===== src/rtl/count_mon_pkg.sv =====
// count_mon_pkg: shared types for the cycle-counter monitor.
//   CNT_WIDTH : counter width shared with the upstream free-running counter
//   state_e   : monitor FSM state (IDLE/TRACK/DONE)
//   evt_t     : mismatch event {expected, actual}
package count_mon_pkg;

  localparam int unsigned CNT_WIDTH = 32;

  typedef enum logic [1:0] {
    IDLE  = 2'd0,
    TRACK = 2'd1,
    DONE  = 2'd2
  } state_e;

  typedef struct packed {
    logic [CNT_WIDTH-1:0] expected;
    logic [CNT_WIDTH-1:0] actual;
  } evt_t;

endpackage


===== src/rtl/count_mon_fifo.sv =====
// count_mon_fifo: DEPTH x evt_t first-word-fall-through event buffer.
//   clk, reset_n : clock, synchronous active-low reset (empties the buffer)
//   push, data_in: write request and event; dropped when full without a pop
//   pop          : consume head (ignored while empty)
//   data_out     : head entry, read straight from storage registers
//   valid        : buffer non-empty
//   drop         : pulse for a push lost to a full buffer
module count_mon_fifo
  import count_mon_pkg::*;
#(
  parameter int unsigned DEPTH = 4
) (
  input  logic clk,
  input  logic reset_n,
  input  logic push,
  input  evt_t data_in,
  input  logic pop,
  output evt_t data_out,
  output logic valid,
  output logic drop
);

  localparam int unsigned AW = $clog2(DEPTH);
  localparam int unsigned CW = AW + 1;

  evt_t          mem [DEPTH];
  logic [AW-1:0] wr_ptr;
  logic [AW-1:0] rd_ptr;
  logic [CW-1:0] count;
  logic          full;
  logic          do_push;
  logic          do_pop;

  always_comb begin
    full    = (count == CW'(DEPTH));
    valid   = (count != '0);
    do_pop  = pop && valid;
    // A pop frees the slot being written when full, so the push is accepted.
    do_push = push && (!full || do_pop);
    drop    = push && full && !do_pop;
  end

  assign data_out = mem[rd_ptr];

  always_ff @(posedge clk) begin
    if (do_push) mem[wr_ptr] <= data_in;
  end

  // Pointers wrap naturally because DEPTH is a power of two.
  always_ff @(posedge clk) begin
    if (!reset_n) begin
      wr_ptr <= '0;
      rd_ptr <= '0;
      count  <= '0;
    end else begin
      if (do_push) wr_ptr <= wr_ptr + AW'(1);
      if (do_pop)  rd_ptr <= rd_ptr + AW'(1);
      case ({do_push, do_pop})
        2'b10:   count <= count + CW'(1);
        2'b01:   count <= count - CW'(1);
        default: count <= count;
      endcase
    end
  end

endmodule


===== src/rtl/count_monitor.sv =====
// count_monitor: checks that an upstream counter starts at 0 and increments
// by one up to END_COUNT, logging each mismatch as an {expected, actual} event.
//   clk, reset_n    : clock, synchronous active-low reset
//   cnt_valid_i     : upstream counter out of reset
//   cnt_i           : upstream counter value
//   evt_valid_o     : event available at buffer head
//   evt_ready_i     : consumer accepts head event
//   evt_expected_o  : head event expected value
//   evt_actual_o    : head event observed value
//   state_o         : IDLE=0, TRACK=1, DONE=2
//   done_o, pass_o  : run complete / complete with no errors and no drops
//   err_count_o     : saturating mismatch count
//   drop_count_o    : saturating count of events lost to a full buffer
module count_monitor
  import count_mon_pkg::*;
#(
  parameter int unsigned WIDTH      = CNT_WIDTH,
  parameter int unsigned END_COUNT  = 99,
  parameter int unsigned FIFO_DEPTH = 4,
  parameter int unsigned ERR_W      = 16
) (
  input  logic             clk,
  input  logic             reset_n,
  input  logic             cnt_valid_i,
  input  logic [WIDTH-1:0] cnt_i,
  output logic             evt_valid_o,
  input  logic             evt_ready_i,
  output logic [WIDTH-1:0] evt_expected_o,
  output logic [WIDTH-1:0] evt_actual_o,
  output logic [1:0]       state_o,
  output logic             done_o,
  output logic             pass_o,
  output logic [ERR_W-1:0] err_count_o,
  output logic [7:0]       drop_count_o
);

  state_e           state;
  logic [WIDTH-1:0] expected;
  logic [ERR_W-1:0] err_count;
  logic [7:0]       drop_count;

  logic             sample;
  logic             mism;
  logic             at_end;
  logic [WIDTH-1:0] chk_exp;
  evt_t             push_evt;
  evt_t             head;
  logic             fifo_valid;
  logic             fifo_drop;

  always_comb begin
    sample            = cnt_valid_i && (state != DONE);
    chk_exp           = (state == IDLE) ? '0 : expected;
    mism              = sample && (cnt_i != chk_exp);
    at_end            = (cnt_i == WIDTH'(END_COUNT));
    push_evt.expected = chk_exp;
    push_evt.actual   = cnt_i;
  end

  count_mon_fifo #(.DEPTH(FIFO_DEPTH)) u_fifo (
    .clk      (clk),
    .reset_n  (reset_n),
    .push     (mism),
    .data_in  (push_evt),
    .pop      (evt_ready_i),
    .data_out (head),
    .valid    (fifo_valid),
    .drop     (fifo_drop)
  );

  // On a match cnt_i equals expected, so cnt_i+1 covers both the match
  // increment and the mismatch resync.
  always_ff @(posedge clk) begin
    if (!reset_n) begin
      state      <= IDLE;
      expected   <= '0;
      err_count  <= '0;
      drop_count <= '0;
    end else begin
      case (state)
        IDLE: begin
          if (cnt_valid_i) begin
            expected <= cnt_i + WIDTH'(1);
            state    <= at_end ? DONE : TRACK;
          end
        end
        TRACK: begin
          if (!cnt_valid_i) begin
            expected <= '0;
            state    <= IDLE;
          end else begin
            expected <= cnt_i + WIDTH'(1);
            if (at_end) state <= DONE;
          end
        end
        DONE:    state <= DONE;
        default: state <= IDLE;
      endcase
      if (mism && (err_count != '1))      err_count  <= err_count + ERR_W'(1);
      if (fifo_drop && (drop_count != '1)) drop_count <= drop_count + 8'd1;
    end
  end

  always_comb begin
    state_o        = state;
    done_o         = (state == DONE);
    pass_o         = done_o && (err_count == '0) && (drop_count == '0);
    err_count_o    = err_count;
    drop_count_o   = drop_count;
    evt_valid_o    = fifo_valid;
    evt_expected_o = fifo_valid ? head.expected : '0;
    evt_actual_o   = fifo_valid ? head.actual   : '0;
  end

endmodule


===== config.mk =====
export PLATFORM = sky130hd
export DESIGN_NAME = count_monitor
export DESIGN_NICKNAME = d
export VERILOG_FILES = /design/src/rtl/count_mon_pkg.sv /design/src/rtl/count_mon_fifo.sv /design/src/rtl/count_monitor.sv
export SDC_FILE = /design/constraint.sdc
export NUM_CORES = 1
export LEC_CHECK = 0
export BUFFER_PORTS_ARGS = -buffer_cell sky130_fd_sc_hd__buf_2
export CAP_MARGIN = 40
export CORE_MARGIN = 4
export CORE_UTILIZATION = 50
export CTS_CLUSTER_SIZE = 28
export DETAILED_ROUTE_END_ITERATION = 8
export PLACE_DENSITY = 0.7
export SYNTH_ARGS = -nofsm -noshare
export SYNTH_HDL_FRONTEND = slang
export SYNTH_SLANG_ARGS = --single-unit

===== constraint.sdc =====
create_clock -name clk -period 12 [get_ports clk]
set_clock_uncertainty 0.2 [all_clocks]
set_input_delay 2.4 -clock clk [delete_from_list [all_inputs] [get_ports clk]]
set_output_delay 2.4 -clock clk [all_outputs]
set_load 0.02 [all_outputs]

==> qor.log <==
INFO  timing         hold_viol=0
INFO  synth          netlist_top_cells_area=edfxtp_1, mux4_2, dfxtp_1
INFO  clock_tree     worst_setup_hold_path_clk_slew=0.06ns
INFO  drt            met2_length=14.69mm
INFO  timing         slew-limit-headroom=39.25%
INFO  clock_tree     worst_skew_pair_later_pin_latency=0.51ns
INFO  floorplanning  rows=61
INFO  synth          yosysWarningCount=0
INFO  final_layout   area_grow_syn2layout=14.75%
INFO  clock_tree     clock-root-buffer=clkbuf_16
INFO  grt            tot_gr_track_use=19.99%
INFO  synth          yosys.cell_types.count=53
INFO  timing         final_max_slew_viol_count=0
INFO  drt            drt_iter0_markers=651
INFO  timing         final_setup_tns=0ns
INFO  clock_tree     cts_buffer_depth=3
INFO  power          vdd_drop_max=0.07689mV
INFO  clock_tree     clock_sinks=323
INFO  synth          synthCells=983
INFO  critical_path  worst_setup_path_end_kind=flop
INFO  critical_path  worst_setup_path_startpoint=cnt_i[24]
INFO  critical_path  critPathTopFamily=simple AND/OR/NAND/NOR gates
INFO  timing         rsz_0062_raised_after_global_routing=no
INFO  critical_path  max_stage_delay=0.85ns
INFO  placed_design  hpwlAfterDp=20.12mm
INFO  final_layout   layout.nets=1,146
INFO  synth          syn_nets=1,029
INFO  synth          synth.cells.most_frequent=edfxtp_1, nor2_1, and2_1
INFO  drt            wirelength_met1=13.45mm
INFO  critical_path  worst-path-max-fanout=16
INFO  synth          yosys.cell_count.top_type=edfxtp_1
INFO  placed_design  dp_slack=6.097ns
INFO  synth          adder_cell_area_share_of_the_yosys_netlist=0.9394%
INFO  floorplanning  die_width=176.0um
INFO  clock_tree     tritoncts=built
INFO  critical_path  worst_setup_path_endpoint=u_fifo.count[2]$_SDFFE_PN0P_
INFO  critical_path  required=12.19ns
INFO  grt            vias_in_the_first_global_route=8,544
INFO  drt            met3_routed_length=2.182mm
INFO  floorplanning  initial_utilization=50.68%
INFO  floorplanning  ioPinCount=129
INFO  drt            wirelength=30.85mm
INFO  timing         timing.final.crit_period=5.425ns
INFO  floorplanning  placeableCoreArea=27,860um^2
INFO  placed_design  portBuffers=128
INFO  synth          average_size_of_a_mapped_cell=14.36um^2
INFO  drt            wl_per_cell=20.54um
INFO  placed_design  place_congestion=0.8573
INFO  clock_tree     holdBufCountCts=0
INFO  drt            top_layer=met4
INFO  critical_path  worstReg2RegEnd=u_fifo.count[2]$_SDFFE_PN0P_
INFO  final_layout   postLayoutCoreUtil=58.15%
INFO  critical_path  worstReg2RegStart=state_o[1]$_SDFFE_PN0P_
INFO  grt            overflow=0
INFO  clock_tree     max_h_tree_level=2
INFO  critical_path  cp_cell_sequence=buf_2 > nor4bb_1 > a31oi_1 > o32ai_1 > nand4_1 > nor4_4 > o21ba_2 > fa_1 > inv_1 > or4_1 > a32oi_1 > a21oi_1
INFO  drt            remaining_drc_errors=0
INFO  critical_path  r2r_slack=7.69ns
INFO  synth          largest_family_of_logic_cells_by_synthesized_area=simple AND/OR/NAND/NOR gates
INFO  synth          synth_seq_area_share=63.95%
INFO  drt            vias=8,550
INFO  drt            avgViaCountPerCell=5.692
INFO  timing         hold_slack=0.3134ns
INFO  critical_path  cp_num_cells=12
INFO  timing         setup_violations=0
INFO  worst_hold_path hp-class=flop to flop
INFO  timing         final_setup_slack_of_the_worst_path=6.575ns
INFO  synth          synth-async-reset-ratio=0%
INFO  synth          syn-cell-area=14,120um^2
INFO  synth          synth_top_area_cell=edfxtp_1
INFO  grt            antenna_violations_before_repair=0
INFO  outcome        run_status=completed
INFO  clock_tree     postCtsResizedCells=0
INFO  clock_tree     post_cts_buffers=0
INFO  timing         slew_worst_pin=0.9044ns
INFO  synth          post_synth_and_or_nand_nor_area_fraction=14.21%
INFO  final_layout   drive_gt1_share=23.86%
INFO  critical_path  cp_data_arrival_time=5.62ns
INFO  floorplanning  die_area=30,990um^2
INFO  synth          yosys.area.top_type_share=54.45%
INFO  grt            grt_max_degree=65
INFO  clock_tree     cts_buffers=34
INFO  final_layout   final.fill_count=2,178
INFO  synth          post_synth_edffs=256
INFO  timing         final_cycle_share=45.21%
INFO  synth          ys.flop_type=edfxtp_1
INFO  critical_path  timing.reg2reg.worst_path_depth=12
INFO  synth          synth_compound_area_share=4.032%
INFO  drt            first_pass_iters=5
INFO  drt            route.antenna.remaining_nets=0
INFO  critical_path  path_buf_inv=2
INFO  floorplanning  die-height=176.0um
INFO  timing         timing.fmax=184.3MHz
INFO  critical_path  cp-start-kind=input pin
INFO  power          leakage_power_figure=5.637nW
INFO  synth          synth_xor_xnor_area_share=3.536%
INFO  synth          postSynthRegisterBits=323
INFO  synth          synth.mux.area_fraction=11.27%
INFO  critical_path  path_class=input pin to flop
INFO  flow_run       drv_cap=0
INFO  power          total_power_divided_by_cell_area=174.7nW/um^2
INFO  grt            first_pass_grt_wire_length=48.44mm
INFO  critical_path  crit_path_top_delay_cell=nor4_4
-- worst register-to-register path, stage by stage (launching register included) --
cell	delay (ns)
dfxtp_1	0.38
nor2_4	0.12
buf_4	0.54
nor2_1	0.13
o32ai_1	0.33
nand4_1	0.23
nor4_4	0.85
o21ba_2	0.33
fa_1	0.20
inv_1	0.08
or4_1	0.52
a32oi_1	0.21
a21oi_1	0.09
-- metal layers --
metal,vias to the layer above,global-route usage (%)
li1,3958,-
met1,4228,28.34
met2,319,32.18
met3,45,3.961
met4,0,5.133
met5,-,0
-- worst min path at each step --
stage / startpoint / endpoint / slack [ns] / cells past startpoint
2_1_floorplan: expected[28]$_SDFFE_PN0P_ / expected[28]$_SDFFE_PN0P_ / 0.26 / 2
3_3_place_gp: err_count_o[12]$_SDFFE_PN0P_ / err_count_o[12]$_SDFFE_PN0P_ / 0.29 / 2
3_5_place_dp: err_count_o[12]$_SDFFE_PN0P_ / err_count_o[12]$_SDFFE_PN0P_ / 0.31 / 2
4_1_cts: err_count_o[12]$_SDFFE_PN0P_ / err_count_o[12]$_SDFFE_PN0P_ / 0.32 / 2
5_1_grt: err_count_o[12]$_SDFFE_PN0P_ / err_count_o[12]$_SDFFE_PN0P_ / 0.34 / 2
6_report: err_count_o[12]$_SDFFE_PN0P_ / err_count_o[12]$_SDFFE_PN0P_ / 0.31 / 2
-- layout make-up --
type	instances	area (um^2)	area share (%)
multi-input cells	587	4805	29.66
flip-flops and latches	323	9034	55.76
clock buffers	42	902.1	5.568
inverters	12	45.04	0.2780
diodes	1	2.502	0.01545
well taps	378	473.0	2.919
clock inverters	17	176.4	1.089
repair buffers	142	763.2	4.711
-- cells by family after synthesis --
kind of cell / count (synthesis)
DFF: 323
buffers and inverters: 73
muxes: 79
and+or+nand+nor: 359
adders and majority gates: 10
xor gates and xnor gates: 57
AOI/OAI and AO/OA: 82
-- state kept, by name, indices dropped and copies added (netlist names), named ones only --
signal,flops
u_fifo.count,3
u_fifo.wr_ptr,2
expected,32
u_fifo.mem,256
u_fifo.rd_ptr,2
err_count_o,16
state_o,2
drop_count_o,8
-- placed cells by master, fill, tap and decap left out, types with 7 or more instances in the layout --
| cell type | instances |
|---|---|
| nand2_1 | 49 |
| clkbuf_1 | 7 |
| nor2_1 | 79 |
| a22oi_1 | 18 |
| nor3_1 | 10 |
| mux2i_1 | 15 |
| nor2b_1 | 33 |
| o32ai_1 | 13 |
| nor4_1 | 14 |
| inv_1 | 12 |
| xnor2_1 | 47 |
| nand3_1 | 22 |
| and2_1 | 66 |
| dfxtp_1 | 65 |
| nor4bb_1 | 13 |
| o21ai_0 | 16 |
| xor2_1 | 10 |
| a31oi_1 | 16 |
| buf_2 | 129 |
| ha_1 | 9 |
| nand2b_1 | 13 |
| clkbuf_16 | 35 |
| mux4_2 | 64 |
| and3_1 | 16 |
| buf_4 | 12 |
| nand4_1 | 18 |
| edfxtp_1 | 256 |
-- stage by stage --
stage / cells / cell area (um^2) / total power [mW]
4_1_cts: 1501 / 16200 / 2.861
6_report: 1502 / 16200 / 2.831
2_1_floorplan: 983 / 14120 / 1.677
3_3_place_gp: 1440 / 15090 / 1.834
5_1_grt: 1501 / 16200 / 2.946
3_5_place_dp: 1442 / 15120 / 1.846
-- power breakdown --
| group | total, mW | switching, mW | internal, mW |
|---|---|---|---|
| clock | 1.02 | 0.416 | 0.601 |
| combinational | 0.497 | 0.288 | 0.209 |
| sequential | 1.32 | 0.0425 | 1.27 |
Note: power is estimated with default switching activity, not from simulation.
